$ cat src/rtl/mem_access_unit.sv
// rtl/mem_access_unit.sv - memory-stage load/store engine with valid/ready data port, writeback and fault reporting
module mem_access_unit #(
  parameter int DATA_W  = 32,
  parameter int ADDR_W  = 32,
  parameter int RD_W    = 4,
  parameter int TIMEOUT = 255
) (
  input  logic              clk,
  input  logic              rst_n,
  input  logic              in_valid,
  output logic              in_ready,
  input  logic              in_load,
  input  logic              in_store,
  input  logic [1:0]        in_size,
  input  logic              in_signed,
  input  logic [ADDR_W-1:0] in_addr,
  input  logic [DATA_W-1:0] in_wdata,
  input  logic [RD_W-1:0]   in_rd,
  input  logic              in_branch_ref,
  input  logic              branch_ref_global,
  output logic              mem_req_valid,
  input  logic              mem_req_ready,
  output logic              mem_req_we,
  output logic [ADDR_W-1:0] mem_req_addr,
  output logic [DATA_W/8-1:0] mem_req_be,
  output logic [DATA_W-1:0] mem_req_wdata,
  input  logic              mem_rsp_valid,
  input  logic [DATA_W-1:0] mem_rsp_rdata,
  input  logic              mem_rsp_err,
  output logic              wb_valid,
  output logic [RD_W-1:0]   wb_rd,
  output logic [DATA_W-1:0] wb_data,
  output logic              stall,
  output logic              fault,
  output logic [1:0]        fault_code,
  output logic [ADDR_W-1:0] fault_addr,
  input  logic              fault_clr
);
  localparam int NB = DATA_W / 8;
  localparam int LW = $clog2(NB);
  localparam int TW = (TIMEOUT > 0) ? $clog2(TIMEOUT + 1) : 1;

  typedef enum logic [1:0] {S_IDLE, S_REQ, S_WAIT, S_FAULT} state_t;
  state_t state, state_nxt;

  logic [ADDR_W-1:0] op_addr;
  logic [NB-1:0]     op_be;
  logic [DATA_W-1:0] op_wdata;
  logic              op_we;
  logic [1:0]        op_size;
  logic              op_signed;
  logic [RD_W-1:0]   op_rd;
  logic [TW-1:0]     tmo_cnt;

  logic              tag_ok, is_nop, illegal, tmo_hit;
  logic [NB-1:0]     bem;
  logic [DATA_W-1:0] wdata_rep, shifted, keep, ld_ext;
  logic              sbit;

  assign tag_ok   = (in_branch_ref == branch_ref_global);
  assign is_nop   = ~in_load & ~in_store;
  assign tmo_hit  = (TIMEOUT != 0) && (tmo_cnt >= TW'(TIMEOUT - 1));
  assign in_ready = (state == S_IDLE);
  assign stall    = in_valid & ~in_ready;
  assign fault    = (state == S_FAULT);

  assign mem_req_valid = (state == S_REQ);
  assign mem_req_we    = op_we;
  assign mem_req_addr  = {op_addr[ADDR_W-1:LW], LW'(0)};
  assign mem_req_be    = op_be;
  assign mem_req_wdata = op_wdata;

  // Accept-time decode: alignment check, byte-enable mask and lane replication
  always_comb begin
    illegal   = in_load & in_store;
    bem       = NB'(8'h01);
    wdata_rep = {NB{in_wdata[7:0]}};
    case (in_size)
      2'b00: ;
      2'b01: begin
        illegal   = illegal | in_addr[0];
        bem       = NB'(8'h03);
        wdata_rep = {(NB/2){in_wdata[15:0]}};
      end
      2'b10: begin
        illegal   = illegal | (in_addr[1:0] != 2'b00);
        bem       = NB'(8'h0F);
        wdata_rep = {(NB/4){in_wdata[31:0]}};
      end
      default: begin
        illegal   = illegal | (DATA_W == 32) | (in_addr[2:0] != 3'b000);
        bem       = NB'(8'hFF);
        wdata_rep = in_wdata;
      end
    endcase
  end

  // Load alignment: shift the addressed lane down, then sign/zero fill above the element
  always_comb begin
    shifted = mem_rsp_rdata >> {op_addr[LW-1:0], 3'b000};
    case (op_size)
      2'b00:   begin keep = DATA_W'(8'hFF);         sbit = shifted[7];        end
      2'b01:   begin keep = DATA_W'(16'hFFFF);      sbit = shifted[15];       end
      2'b10:   begin keep = DATA_W'(32'hFFFF_FFFF); sbit = shifted[31];       end
      default: begin keep = '1;                     sbit = shifted[DATA_W-1]; end
    endcase
    ld_ext = (shifted & keep) | ({DATA_W{op_signed & sbit}} & ~keep);
  end

  always_comb begin
    state_nxt = state;
    case (state)
      S_IDLE:  if (in_valid && tag_ok && !is_nop) state_nxt = illegal ? S_FAULT : S_REQ;
      S_REQ:   if (mem_req_ready) state_nxt = S_WAIT;
               else if (tmo_hit)  state_nxt = S_FAULT;
      S_WAIT:  if (mem_rsp_valid) state_nxt = mem_rsp_err ? S_FAULT : S_IDLE;
               else if (tmo_hit)  state_nxt = S_FAULT;
      S_FAULT: if (fault_clr) state_nxt = S_IDLE;
      default: state_nxt = S_IDLE;
    endcase
  end

  always_ff @(posedge clk) begin
    if (!rst_n) begin
      state      <= S_IDLE;
      op_addr    <= '0;
      op_be      <= '0;
      op_wdata   <= '0;
      op_we      <= 1'b0;
      op_size    <= 2'b00;
      op_signed  <= 1'b0;
      op_rd      <= '0;
      tmo_cnt    <= '0;
      wb_valid   <= 1'b0;
      wb_rd      <= '0;
      wb_data    <= '0;
      fault_code <= 2'b00;
      fault_addr <= '0;
    end else begin
      state    <= state_nxt;
      wb_valid <= 1'b0;
      if (state == S_IDLE && state_nxt == S_REQ) begin
        op_addr   <= in_addr;
        op_be     <= bem << in_addr[LW-1:0];
        op_wdata  <= wdata_rep;
        op_we     <= in_store;
        op_size   <= in_size;
        op_signed <= in_signed;
        op_rd     <= in_rd;
        tmo_cnt   <= '0;
      end else if (state == S_REQ || state == S_WAIT) begin
        tmo_cnt <= tmo_cnt + 1'b1;
      end
      if (state != S_FAULT && state_nxt == S_FAULT) begin
        fault_addr <= (state == S_IDLE) ? in_addr : op_addr;
        if (state == S_IDLE)                    fault_code <= 2'b01;
        else if (mem_rsp_valid && state == S_WAIT) fault_code <= 2'b10;
        else                                    fault_code <= 2'b11;
      end
      if (state == S_FAULT && fault_clr) fault_code <= 2'b00;
      if (state == S_WAIT && mem_rsp_valid && !mem_rsp_err && !op_we) begin
        wb_valid <= 1'b1;
        wb_rd    <= op_rd;
        wb_data  <= ld_ext;
      end
    end
  end
endmodule

$ cat config.mk
export PLATFORM = sky130hd
export DESIGN_NAME = mem_access_unit
export DESIGN_NICKNAME = d
export VERILOG_FILES = /design/src/rtl/mem_access_unit.sv
export SDC_FILE = /design/constraint.sdc
export NUM_CORES = 1
export LEC_CHECK = 0
export CAP_MARGIN = 20
export CELL_PAD_IN_SITES_DETAIL_PLACEMENT = 1
export CELL_PAD_IN_SITES_GLOBAL_PLACEMENT = 1
export CORE_MARGIN = 5
export CORE_UTILIZATION = 36
export CTS_BUF_LIST = sky130_fd_sc_hd__clkbuf_8 sky130_fd_sc_hd__clkbuf_16
export CTS_CLUSTER_DIAMETER = 50
export DETAILED_ROUTE_END_ITERATION = 6
export GPL_ROUTABILITY_DRIVEN = 0
export GPL_TIMING_DRIVEN = 1
export PLACE_DENSITY = 0.9
export SLEW_MARGIN = 20
export SYNTH_ARGS = -nofsm -noshare
export SYNTH_HDL_FRONTEND = slang
export SYNTH_SLANG_ARGS = --single-unit
$ cat constraint.sdc
create_clock -name clk -period 3.9 [get_ports clk]
set_input_delay 0.78 -clock clk [delete_from_list [all_inputs] [get_ports clk]]
set_output_delay 0.78 -clock clk [all_outputs]
set_load 0.005 [all_outputs]
==> results.json <==
{
  "crit_start": "in_size[0]",
  "synthArstFlopShare_pct": 0,
  "drt_iter0_markers": 269,
  "fin_crit_ns": 3.05,
  "grt_pass1_wl_um": 41000,
  "critPathMaxStageDelay_ns": 0.57,
  "drv_cap": 0,
  "postLayoutCellArea_mm2": 0.0105,
  "die_h_um": 154,
  "netlist_area_mm2": 0.00742,
  "syn2layout_area_growth_pct": 40.8,
  "antenna_left": 0,
  "yosysUniqueCellTypes": 50,
  "grt_pass1_vias": 7353,
  "row_count": 52,
  "worstHoldPathCells": 2,
  "via_count": 7059,
  "wl_per_cell_um": 19.5,
  "stdcell_count": 1334,
  "synth-seq-cells": 157,
  "cp.required_ns": 4.19,
  "path_delay_family": "compound AO/OA/AOI/OAI gates",
  "fin_setup_tns_ns": 0,
  "hp-class": "reg2reg",
  "power_frac_clock_pct": 31.5,
  "end_kind": "register",
  "crit_path_end": "mem_req_wdata[11]",
  "slew_headroom_pct": 36.0,
  "drcViolationCount": 0,
  "synthTopCellsByArea": "dfxtp_1 (42%), nand2_1 (8.4%), mux2i_1 (5.4%), o211a_1 (5.4%), o21ai_0 (3.8%)",
  "r2r-start": "state[1]",
  "core_mm2": 0.0203,
  "max_freq_mhz": 328,
  "initial_core_util_pct": 36.6,
  "tritoncts": "yes",
  "clk-insertion-delay-late_ns": 0.42,
  "cp.depth": 9,
  "sw_frac_of_total_pct": 31.4,
  "slowest_stage": "clkdlybuf4s50_1",
  "hold_buffers": 0,
  "dieArea_mm2": 0.0236,
  "power.switching_mw": 1.54,
  "setup_viol": 0,
  "clock_skew_ns": 0.0120,
  "min_period_over_period_pct": 78.1,
  "worst_pin_slew_ns": 0.953,
  "grt_use_total_pct": 21.4,
  "seq_area_mm2": 0.00314,
  "fill_cells": 2355,
  "htree_num_levels": 4,
  "synth.avg_cell_area_um2": 8.65,
  "ios": 258,
  "finalWorstSetupSlack_ns": 0.852,
  "cts_root_buf": "clkbuf_16",
  "first_pass_iters": 4,
  "rrSetupSlack_ns": 1.23,
  "cp.buffers_inverters": 3,
  "synth_top_area_share_pct": 42.3,
  "post_cts_buffers": 0,
  "placed_area_mm2": 0.00991,
  "dp_cells": 1301,
  "status": "finished, final reports clean",
  "cts_made_buffers": 17,
  "crit_fanout": 50,
  "drt_wl_total_um": 26000,
  "grt_max_degree": 55,
  "dp_hpwl_um": 19300,
  "slew_violations": 0,
  "post_cts_resized": 0,
  "antenna_found_initial": 1,
  "drive_above_1_share_pct": 6.68,
  "cpMostUsedCell": "a221oi_1",
  "reg2reg_to": "fault_code[0]",
  "port_buffers": 255,
  "hold_ws_ns": 0.464,
  "grt_setup_unrepaired": "no",
  "clk_pin_slew_ns": 0.06,
  "cts_sinks": 157,
  "clock_path_buffers": 2,
  "pre_cts_slack_ns": 0.494,
  "via_per_inst": 5.29,
  "power.leakage_nw": 4.25,
  "ir_worst_vdd_uv": 352,
  "synth_cells": 858,
  "overflow": 0,
  "pwr-share-seq_pct": 39.2,
  "synth_area_leader_cell": "dfxtp_1",
  "synth_edf_count": 0,
  "intPower_mw": 3.36,
  "die_x_um": 154,
  "comb_power_share_pct": 29.3,
  "power_density_mw_per_mm2": 469,
  "nets": 1175,
  "worstPathArrival_ns": 3.34,
  "multi_input_area_mm2": 0.00369,
  "yosys_warnings": 0,
  "cp_cell_sequence": "clkdlybuf4s50_1 -> inv_1 -> ha_1 -> a221oi_1 -> o2111ai_1 -> a21bo_2 -> buf_12 -> a221oi_1 -> a21oi_1",
  "final_util_pct": 51.5,
  "r2r_cells": 7,
  "startpoint_type": "primary input",
  "total_power_mw": 4.90,
  "path_class": "in2reg",
  "finalHoldViolCount": 0,
  "seq_area_frac_synth_pct": 42.3,
  "synth-main-ff-cell": "dfxtp_1"
}
## power by group through the flow
stage,sequential [mW],clock [mW],combinational [mW]
2_1_floorplan,1.94,0,0.768
3_3_place_gp,1.95,0,1.40
6_report,1.92,1.54,1.44
5_1_grt,1.94,1.65,1.55
4_1_cts,1.92,1.59,1.45
3_5_place_dp,1.95,0,1.44
## cells in the final DEF (no fill, tap or decap), types with 5 or more instances in the layout
master           count
a21boi_0            31
inv_1                9
nand2b_1             9
nand2_1            166
mux2i_1             40
buf_4               19
o211a_1             40
a221oi_1             9
o21ai_0             57
dfxtp_1            157
xor2_1               5
a211oi_1            16
clkbuf_16           17
nor2b_1             22
a21boi_1            24
a21oi_1             55
mux2_2               9
nand3_1             41
clkdlybuf4s50_1    254
nor2_1              15
ha_1                10
## area by class of cell
cell class,count,share of cell area [%]
Clock buffer,19,4.33
Clock inverter,13,0.874
Tap cell,270,3.23
Sequential cell,157,30.1
Timing Repair Buffer,274,25.9
Multi-Input combinational cell,593,35.3
Antenna cell,1,0.0239
Inverter,7,0.251
## worst reg2reg max path, delay by kind of cell (launching register included)
| kind | cells | cell delay (ns) |
|---|---|---|
| buffers and inverters | 2 | 0.66 |
| adder cells (fa/ha/maj) | 1 | 0.52 |
| AO/OA/AOI/OAI | 3 | 0.51 |
| AND/OR/NAND/NOR | 1 | 0.46 |
| flip-flops | 1 | 0.37 |
## layer usage
metal / global-route usage (%) / routed length [µm] / part of all wire [%] / vias up
met5: 0 / 0 / 0 / -
met4: 7.82 / 785 / 3.0 / 0
met3: 4.97 / 1280 / 4.9 / 37
met2: 37.4 / 13200 / 51 / 206
met1: 25.5 / 10700 / 41 / 3478
li1: - / - / - / 3338
## sequential cells by signal, summed over array words and instances (netlist names), 2 cells and up
signal / cells
fault_addr: 32
state: 2
mem_req_wdata: 32
tmo_cnt: 8
mem_req_be: 4
op_size: 2
op_rd: 4
wb_rd: 4
op_addr: 32
wb_data: 32
fault_code: 2
## kinds of logic after synthesis
kind of cell / after synthesis / share of synthesized area, %
AOI/OAI and AO/OA: 252 / 23.6
xor gates and xnor gates: 9 / 1.06
adders and majority gates: 11 / 1.85
buffers and inverters: 109 / 8.24
DFF: 157 / 42.3
muxes: 50 / 6.91
other: 1 / 0.0505
and+or+nand+nor: 269 / 15.9
## worst min-delay path by stage
stage	start	slack (ns)	end
2_1_floorplan	op_rd[0]	0.44	wb_rd[0]
3_3_place_gp	mem_req_wdata[6]	0.45	mem_req_wdata[6]
3_5_place_dp	wb_data[7]	0.46	wb_data[7]
4_1_cts	wb_data[7]	0.47	wb_data[7]
5_1_grt	mem_req_wdata[2]	0.48	mem_req_wdata[2]
6_report	mem_req_wdata[7]	0.46	mem_req_wdata[7]
## synthesized netlist by cell type (4+ instances only)
cell	count
nor2_1	15
xor2_1	5
xnor2_1	4
clkbuf_1	42
o21ai_0	57
nor2b_1	23
a221oi_1	9
o211a_1	40
inv_1	7
buf_1	5
buf_4	33
mux2_2	9
nand2_1	166
a21boi_0	31
buf_2	17
a21boi_1	25
mux2i_1	40
ha_1	11
nor3_1	4
dfxtp_1	157
a211oi_1	16
a21oi_1	55
nand3_1	41
nand2b_1	9
Power figures use the tool's default switching activity.
